**config.mk**
```make
export PLATFORM = sky130hd
export DESIGN_NAME = fc_layer_pipe
export DESIGN_NICKNAME = d
export VERILOG_FILES = /design/src/rtl/fc_layer_pipe.sv
export SDC_FILE = /design/constraint.sdc
export NUM_CORES = 2
export LEC_CHECK = 0
export ABC_AREA = 1
export CORE_MARGIN = 4
export CORE_UTILIZATION = 40
export CTS_CLUSTER_DIAMETER = 40
export DETAILED_ROUTE_END_ITERATION = 10
export PLACE_DENSITY = 0.56
export SKIP_LAST_GASP = 1
export SLEW_MARGIN = 20
export SYNTH_ARGS = -nofsm -noshare
export SYNTH_HDL_FRONTEND = slang
export SYNTH_SLANG_ARGS = --single-unit
```
**constraint.sdc**
```tcl
create_clock -name clk -period 3.8 [get_ports clk]
set_input_delay 0.76 -clock clk [delete_from_list [all_inputs] [get_ports clk]]
set_output_delay 0.76 -clock clk [all_outputs]
set_load 0.02 [all_outputs]
```
**src/rtl/fc_layer_pipe.sv**
```systemverilog
// Pipelined fully-connected neuron: LANES unsigned x signed products per beat, BEATS beats
// accumulated on a bias, then shifted and clamped. Define FC_RELU_EN for an unsigned ReLU clamp.
module fc_layer_pipe #(
    parameter int DW        = 8,
    parameter int LANES     = 7,
    parameter int BEATS     = 16,
    parameter int ACC_DW    = 24,
    parameter int OUT_DW    = 8,
    parameter int OUT_SHIFT = 7
) (
    input  logic                  clk,
    input  logic                  reset,
    input  logic                  in_valid,
    output logic                  in_ready,
    input  logic [LANES*DW-1:0]   data_layer_in,
    input  logic [LANES*DW-1:0]   data_weight_in,
    input  logic [ACC_DW-1:0]     bias_in,
    output logic                  out_valid,
    input  logic                  out_ready,
    output logic [OUT_DW-1:0]     data_out,
    output logic                  acc_sat,
    output logic                  busy
);

    localparam int PW    = 2*DW + 1;
    localparam int CNT_W = $clog2(BEATS + 1);
    localparam logic [CNT_W-1:0] LAST_CNT = CNT_W'(BEATS - 1);

    localparam logic signed [ACC_DW-1:0] ACC_MAX = {1'b0, {(ACC_DW-1){1'b1}}};
    localparam logic signed [ACC_DW-1:0] ACC_MIN = {1'b1, {(ACC_DW-1){1'b0}}};
`ifdef FC_RELU_EN
    localparam logic signed [ACC_DW-1:0] OUT_HI = {{(ACC_DW-OUT_DW){1'b0}}, {OUT_DW{1'b1}}};
`else
    localparam logic signed [ACC_DW-1:0] OUT_HI = {{(ACC_DW-OUT_DW+1){1'b0}}, {(OUT_DW-1){1'b1}}};
    localparam logic signed [ACC_DW-1:0] OUT_LO = {{(ACC_DW-OUT_DW+1){1'b1}}, {(OUT_DW-1){1'b0}}};
`endif

    typedef enum logic [1:0] {
        IDLE  = 2'd0,
        ACCUM = 2'd1,
        DRAIN = 2'd2,
        OUT   = 2'd3
    } state_t;

    // Returns {overflow, saturated a+b}.
    function automatic logic [ACC_DW:0] sat_add(input logic signed [ACC_DW-1:0] a,
                                                input logic signed [ACC_DW-1:0] b);
        logic signed [ACC_DW-1:0] s;
        logic                     ovf;
        s   = a + b;
        ovf = (a[ACC_DW-1] == b[ACC_DW-1]) && (s[ACC_DW-1] != a[ACC_DW-1]);
        s   = ovf ? (a[ACC_DW-1] ? ACC_MIN : ACC_MAX) : s;
        return {ovf, s};
    endfunction

    function automatic logic [OUT_DW-1:0] clamp_out(input logic signed [ACC_DW-1:0] acc);
        logic signed [ACC_DW-1:0] r;
        logic [OUT_DW-1:0]        res;
        r = acc >>> OUT_SHIFT;
`ifdef FC_RELU_EN
        if (r[ACC_DW-1]) begin
            res = {OUT_DW{1'b0}};
        end else if (r > OUT_HI) begin
            res = {OUT_DW{1'b1}};
        end else begin
            res = r[OUT_DW-1:0];
        end
`else
        if (r < OUT_LO) begin
            res = OUT_LO[OUT_DW-1:0];
        end else if (r > OUT_HI) begin
            res = OUT_HI[OUT_DW-1:0];
        end else begin
            res = r[OUT_DW-1:0];
        end
`endif
        return res;
    endfunction

    state_t                   state_q, state_d;
    logic [1:0]               drain_q, drain_d;
    logic [CNT_W-1:0]         beat_cnt_q;
    logic signed [PW-1:0]     prod_s [LANES];
    logic signed [PW-1:0]     s1_q   [LANES];
    logic                     s1_vld_q;
    logic signed [ACC_DW-1:0] sum_s;
    logic signed [ACC_DW-1:0] s2_q;
    logic                     s2_vld_q;
    logic signed [ACC_DW-1:0] acc_q, acc_d;
    logic                     sat_q, sat_d;
    logic [ACC_DW:0]          add_s;
    logic                     out_valid_q;
    logic [OUT_DW-1:0]        data_out_q;
    logic                     acc_sat_q;
    logic                     accept_s;
    logic                     first_s;
    logic                     load_out_s;

    assign in_ready   = (state_q == IDLE) || (state_q == ACCUM);
    assign busy       = (state_q != IDLE);
    assign accept_s   = in_valid && in_ready;
    assign first_s    = accept_s && (state_q == IDLE);
    // The extra DRAIN cycle lets the last beat land in acc before the output register samples it.
    assign load_out_s = (state_q == DRAIN) && (drain_q == 2'd2);
    assign out_valid  = out_valid_q;
    assign data_out   = data_out_q;
    assign acc_sat    = acc_sat_q;

    // State register.
    always_ff @(posedge clk or negedge reset) begin
        if (!reset) begin
            state_q <= IDLE;
            drain_q <= 2'd0;
        end else begin
            state_q <= state_d;
            drain_q <= drain_d;
        end
    end

    // Next-state logic.
    always_comb begin
        state_d = state_q;
        drain_d = drain_q;
        case (state_q)
            IDLE: begin
                if (accept_s) begin
                    state_d = (BEATS == 1) ? DRAIN : ACCUM;
                    drain_d = 2'd0;
                end else begin
                    state_d = IDLE;
                end
            end
            ACCUM: begin
                if (accept_s && (beat_cnt_q == LAST_CNT)) begin
                    state_d = DRAIN;
                    drain_d = 2'd0;
                end else begin
                    state_d = ACCUM;
                end
            end
            DRAIN: begin
                if (drain_q == 2'd2) begin
                    state_d = OUT;
                end else begin
                    drain_d = drain_q + 2'd1;
                end
            end
            OUT: begin
                if (out_ready) begin
                    state_d = IDLE;
                end else begin
                    state_d = OUT;
                end
            end
            default: begin
                state_d = IDLE;
                drain_d = 2'd0;
            end
        endcase
    end

    // Beat counter within a neuron.
    always_ff @(posedge clk or negedge reset) begin
        if (!reset) begin
            beat_cnt_q <= {CNT_W{1'b0}};
        end else if (first_s) begin
            beat_cnt_q <= CNT_W'(1);
        end else if (accept_s) begin
            beat_cnt_q <= beat_cnt_q + CNT_W'(1);
        end
    end

    // Lane products; activation zero-extended so the multiply is signed throughout.
    always_comb begin
        for (int i = 0; i < LANES; i++) begin
            prod_s[i] = PW'($signed({1'b0, data_layer_in[(LANES-1-i)*DW +: DW]}))
                      * PW'($signed(data_weight_in[(LANES-1-i)*DW +: DW]));
        end
    end

    // S1: product registers.
    always_ff @(posedge clk or negedge reset) begin
        if (!reset) begin
            for (int i = 0; i < LANES; i++) begin
                s1_q[i] <= {PW{1'b0}};
            end
            s1_vld_q <= 1'b0;
        end else begin
            s1_vld_q <= accept_s;
            if (accept_s) begin
                s1_q <= prod_s;
            end
        end
    end

    // Lane reduction, sign-extended to accumulator width.
    always_comb begin
        sum_s = {ACC_DW{1'b0}};
        for (int i = 0; i < LANES; i++) begin
            sum_s = sum_s + ACC_DW'(s1_q[i]);
        end
    end

    // S2: beat-sum register.
    always_ff @(posedge clk or negedge reset) begin
        if (!reset) begin
            s2_q     <= {ACC_DW{1'b0}};
            s2_vld_q <= 1'b0;
        end else begin
            s2_vld_q <= s1_vld_q;
            if (s1_vld_q) begin
                s2_q <= sum_s;
            end
        end
    end

    // S3: bias load on the first beat, otherwise saturating accumulate.
    always_comb begin
        acc_d = acc_q;
        sat_d = sat_q;
        add_s = sat_add(acc_q, s2_q);
        if (first_s) begin
            acc_d = bias_in;
            sat_d = 1'b0;
        end else if (s2_vld_q) begin
            acc_d = add_s[ACC_DW-1:0];
            sat_d = sat_q | add_s[ACC_DW];
        end else begin
            acc_d = acc_q;
        end
    end

    // Accumulator and sticky saturation flag.
    always_ff @(posedge clk or negedge reset) begin
        if (!reset) begin
            acc_q <= {ACC_DW{1'b0}};
            sat_q <= 1'b0;
        end else begin
            acc_q <= acc_d;
            sat_q <= sat_d;
        end
    end

    // Output register, held until the consumer takes it.
    always_ff @(posedge clk or negedge reset) begin
        if (!reset) begin
            out_valid_q <= 1'b0;
            data_out_q  <= {OUT_DW{1'b0}};
            acc_sat_q   <= 1'b0;
        end else if (load_out_s) begin
            out_valid_q <= 1'b1;
            data_out_q  <= clamp_out(acc_q);
            acc_sat_q   <= sat_q;
        end else if (out_valid_q && out_ready) begin
            out_valid_q <= 1'b0;
        end
    end

endmodule

```
==> Yosys cells after proc, flatten, opt, wreduce, memory -nomap -nowiden <==
Cells that the tools add are included.
{ "classes": {"n_addsub": 9, "mul": 7, "n_lt_le_gt_ge": 2, "n_eq_ne": 11, "mux": 21, "bitwise_logic": 1, "reduce_logical": 14} }
{ "ops": {"columns": ["operator", "n"], "rows": [
  ["9-bit by 8-bit multiplier with 17-bit output", 7],
  ["24-bit 2-to-1 mux", 4],
  ["24-bit adder", 1],
  ["22-bit by 17-bit adder with 23-bit output", 1],
  ["21-bit by 17-bit adder with 22-bit output", 1],
  ["20-bit by 17-bit adder with 21-bit output", 1],
  ["19-bit by 17-bit adder with 20-bit output", 1],
  ["18-bit by 17-bit adder with 19-bit output", 1],
  ["17-bit by 17-bit adder with 18-bit output", 1],
  ["17-bit by 8-bit > comparator with 1-bit output (second input constant)", 1],
  ["17-bit by 8-bit less-than comparator with 1-bit output (second input constant)", 1],
  ["8-bit 2-to-1 mux", 2],
  ["2-bit 2-to-1 mux", 6],
  ["5-bit 2-to-1 mux", 2],
  ["2-bit case mux with 4 select lines", 1],
  ["2-bit nonzero test", 4],
  ["2-bit == test (second input constant)", 3],
  ["1-bit logical AND", 6],
  ["2-bit case mux with 3 select lines", 1],
  ["5-bit by 1-bit adder with 5-bit output (second input constant)", 1],
  ["5-bit by 4-bit == test with 1-bit output (second input constant)", 1],
  ["1-bit 2-to-1 mux", 5],
  ["2-bit by 1-bit inequality test with 1-bit output (second input constant)", 2],
  ["2-bit inequality test (second input constant)", 2],
  ["9 further kinds", 9]
]} }
{ "word_totals": {"ff_bits": 189, "input_bits": 140, "output_inout_bits": 12, "wordCells": 83} }

==> Depth between registers and ports, before layout <==
{ "logic_depth": {"depth_word": 6, "ltp_mapped": 22, "depth_no_buf": 21} }

==> Least setup slack after synthesis <==
No wires, ideal clock.
{ "synth_timing": {"kind": "input to register", "from": "in data_layer_in[48]", "to": "reg s1_q[116] (netlist bit)", "setup_time_ps": 133, "arrival_time_ps": 4710, "required_time_ps": 3667, "path_slack_ps": -1043, "stages": 17, "cell_sequence": "clkbuf_1 or2_2 fa_1 fa_1 inv_1 fa_1 inv_1 fa_1 inv_1 ha_1 a21oi_1 nand2_1 a21oi_1 o21ai_0 a21oi_1 xor2_1 o21ai_0"} }
{ "synth_between": {"elab_chain_cells": 1} }
{ "synth_lines": {"columns": ["element", "line", "text"], "rows": [
  ["start, declared", "15", "input logic [LANES*DW-1:0] data_layer_in,"],
  ["9-bit by 8-bit multiplier with 17-bit output", "177", "* PW'($signed(data_weight_in[(LANES-1-i)*DW +: DW]));"],
  ["end signal, assigned by index", "185", "s1_q[i] <= {PW{1'b0}};"],
  ["end signal, assigned", "191", "s1_q <= prod_s;"],
  ["end, declared", "84", "logic signed [PW-1:0] s1_q [LANES];"]
]} }
No other way between the ends.
A chain may end at the register's enable or synchronous reset.

==> Final worst setup path <==
{ "layout_timing": {"from": "reg s1_q[91] (netlist bit)", "to": "reg s2_q[13]"} }
{ "layout_between": {"elab_chain_cells": 6} }
{ "layout_lines": {"columns": ["element", "line", "text"], "rows": [
  ["17-bit by 17-bit adder with 18-bit output", "200", "sum_s = sum_s + ACC_DW'(s1_q[i]);"],
  ["18-bit by 17-bit adder with 19-bit output", "200", null],
  ["19-bit by 17-bit adder with 20-bit output", "200", null],
  ["20-bit by 17-bit adder with 21-bit output", "200", null],
  ["21-bit by 17-bit adder with 22-bit output", "200", null],
  ["22-bit by 17-bit adder with 23-bit output", "200", null],
  ["end signal, assigned", "207", "s2_q <= {ACC_DW{1'b0}};"],
  ["end signal, assigned", "212", "s2_q <= sum_s;"],
  ["end, declared", "87", "logic signed [ACC_DW-1:0] s2_q;"]
]} }
No other way between the ends.

==> metrics <==
Met1 Wirelength=33500 um; synth unique cells=35; Post-synth ARST share=1.00; fin. max-slew vios=0; complex-gate fraction of the synthesized area=0.0700; DRC errors left=0; leading area contributor after synthesis=fa_1; Max-Cap Viols=0; Period minus WS final=4.18 ns; TritonCTS Buffers=17; Fmax achieved=0.239 GHz; die height=274 um; Top Metal Used=met4; clk sinks=188; yosys warns=0; Placed Cells incl. Taps=5167; Post-synth EDFFs=0; Hold Buf Count CTS=0; CTS tree=done; Post-Syn Area=28300 um2; fin cells=5280; r2r startpoint=s1_q[91]; DR iter-0 viols=1122; setup ws final=-0.376 ns; I/O pin total=152; Seq/Total Area, Yosys=0.166; syn nets=4609; clock buffer depth=2; drt via density=4.61; Antenna Violating Nets Remaining=0; wire per inst=13.9 um; core area=70000 um2; R2R setup slack=-0.38 ns; Critical Path End Type=flip-flop; crit-path max FO=4; CP delay by family, top=adder cells; worst hold path type=in2async; RePlAce Congestion=0.891; post-route clock period utilization=1.10; ANT cells=0; largest family of logic cells by synthesized area=adder cells; Crit path top cell by count=inv_2; Min Hold Slack=0.273 ns; vias in the first global route=25082; DR pass1 iterations=5; Arrival @ worst endpoint=4.52 ns; outcome=finished with violations; largest net degree at the start of global routing=131; H-tree depth=4; synth cell count leaders=1009 x inv_1, 964 x nand2_1, 350 x ha_1; top cell type's share of synthesized area=0.246; Initial Util=0.404; worst path cell trace=inv_2 -> fa_1 -> inv_2 -> fa_1 -> inv_1 -> fa_2 -> inv_2 -> fa_2 -> ha_4 -> a21oi_4 -> o21ai_2 -> nor2_2 -> o21bai_4 -> a21o_1 -> or2_4 -> nand3_2 -> nand2_1; failing checks=negative setup slack; Final nets=5165; CP Data Required Time=4.14 ns; setup TNS=-9.68 ns; Yosys reg bits=188; die area=75000 um2; layout cells sized above 1=0.301; synth-to-layout area growth=34.0%; first-pass GRT wire length=122000 um; post-route core utilization=0.541; Post-Synth Simple-Gate Area=0.184; CTS clk-pin slew, worst paths=0.08 ns; clk_skew=0.0160 ns; setup repair after global routing missed its margin=yes; Setup-failing EPs final=68; Final Hold Viols=0; global route overflow=0; mean area per synthesized cell=7.50 um2; critical path class=reg2reg; initial antenna violation count=0; gr usage total=0.198; cell count after synthesis=3771; Post-Synth Adder-Cell Area=0.401; Worst Tran Pin Value=0.902 ns; via count=24326; FF-to-FF path depth=17; Worst-Skew Late Latency=0.46 ns; startpoint types=flip-flop; mux contribution to synthesized area=0; Critical Path Slowest Stage Cell=fa_2; count leader, synth=inv_1; I/O Buffers=151; FF-to-FF End=s2_q[13]; chip width=274 um; largest cells by area after synthesis=fa_1 25%, dfrtp_1 17%, ha_1 15%; metal2 WL=36600 um; dpl hpwl=60300 um; Detailed Route WL=73400 um; met3 wire length=1690 um; Synth Flop Type=dfrtp_1; Root Driver=clkbuf_16; num rows=97; Worst slew margin=0.398; Buf+Inv Stages, Crit Path=4; CP peak stage delay=0.58 ns; post-synthesis xor/xnor area fraction=0.0232
repair_timing:
action | 4_1_cts | 5_1_grt
endpoints found under the setup margin | 98 | 90
cloned | 0 | 0
pin swaps | 239 | 268
setup buffers | 57 | 36
gates resized for setup | 764 | 430
layout make-up:
| type | instances | area (um2) |
|---|---|---|
| fill | 6644 | 32100 |
| multi-input combinational | 2424 | 21900 |
| timing repair buffer | 686 | 5660 |
| sequential | 188 | 4710 |
| inverter | 1010 | 3830 |
| tap | 940 | 1180 |
| clock buffer | 17 | 425 |
| clock inverter | 15 | 154 |
metal layers:
| metal | global-route usage | vias up |
|---|---|---|
| met1 | 0.265 | 11646 |
| met5 | 0 | - |
| met2 | 0.345 | 297 |
| met3 | 0.0178 | 82 |
| li1 | - | 12301 |
| met4 | 0.0496 | 0 |
sequential cells by signal, summed over array words and instances (netlist names), 2 cells and up:
| signal | count |
|---|---|
| data_out | 8 |
| beat_cnt_q | 5 |
| state_q | 2 |
| drain_q | 2 |
| s1_q | 119 |
| s2_q | 23 |
| acc_q | 24 |
placed cells by master (no fill, tap or decap), types with 86 or more instances in the layout:
master and instances:
nor2_1 86, inv_1 869, nand2_1 849, o21ai_0 104, buf_6 98, ha_1 272, fa_1 311, dfrtp_1 186
buf_4 470, inv_2 131
worst max-delay path by stage:
stage / endpoint / from / cells past startpoint / slack [ns]
6_report: s2_q[13] / s1_q[91] / 17 / -0.38
5_1_grt: s1_q[65] / data_weight_in[31] / 19 / -0.46
4_1_cts: s1_q[118] / data_weight_in[55] / 19 / -0.31
3_5_place_dp: s1_q[81] / data_layer_in[35] / 18 / -1.23
3_3_place_gp: s1_q[81] / data_layer_in[35] / 18 / -1.20
2_1_floorplan: s1_q[116] / data_weight_in[52] / 19 / -0.57
per-stage QoR:
step	setup slack, ns	instance area [um2]
after floorplan	-0.568	29600
after global placement	-1.20	34600
after detailed placement	-1.23	34600
after CTS	-0.308	36600
after global routing	-0.460	37900
final	-0.376	37900
cell families (layout without fill, tap and decap cells):
group,after synthesis,after routing
compound gates,372,372
simple gates,1279,1279
flops,188,188
fa+ha+maj,698,698
xor+xnor,75,75
buf+inv,1159,1728
Power is not shown: default switching activity piles up to over one toggle a cycle in this logic, so the estimate is an artifact.
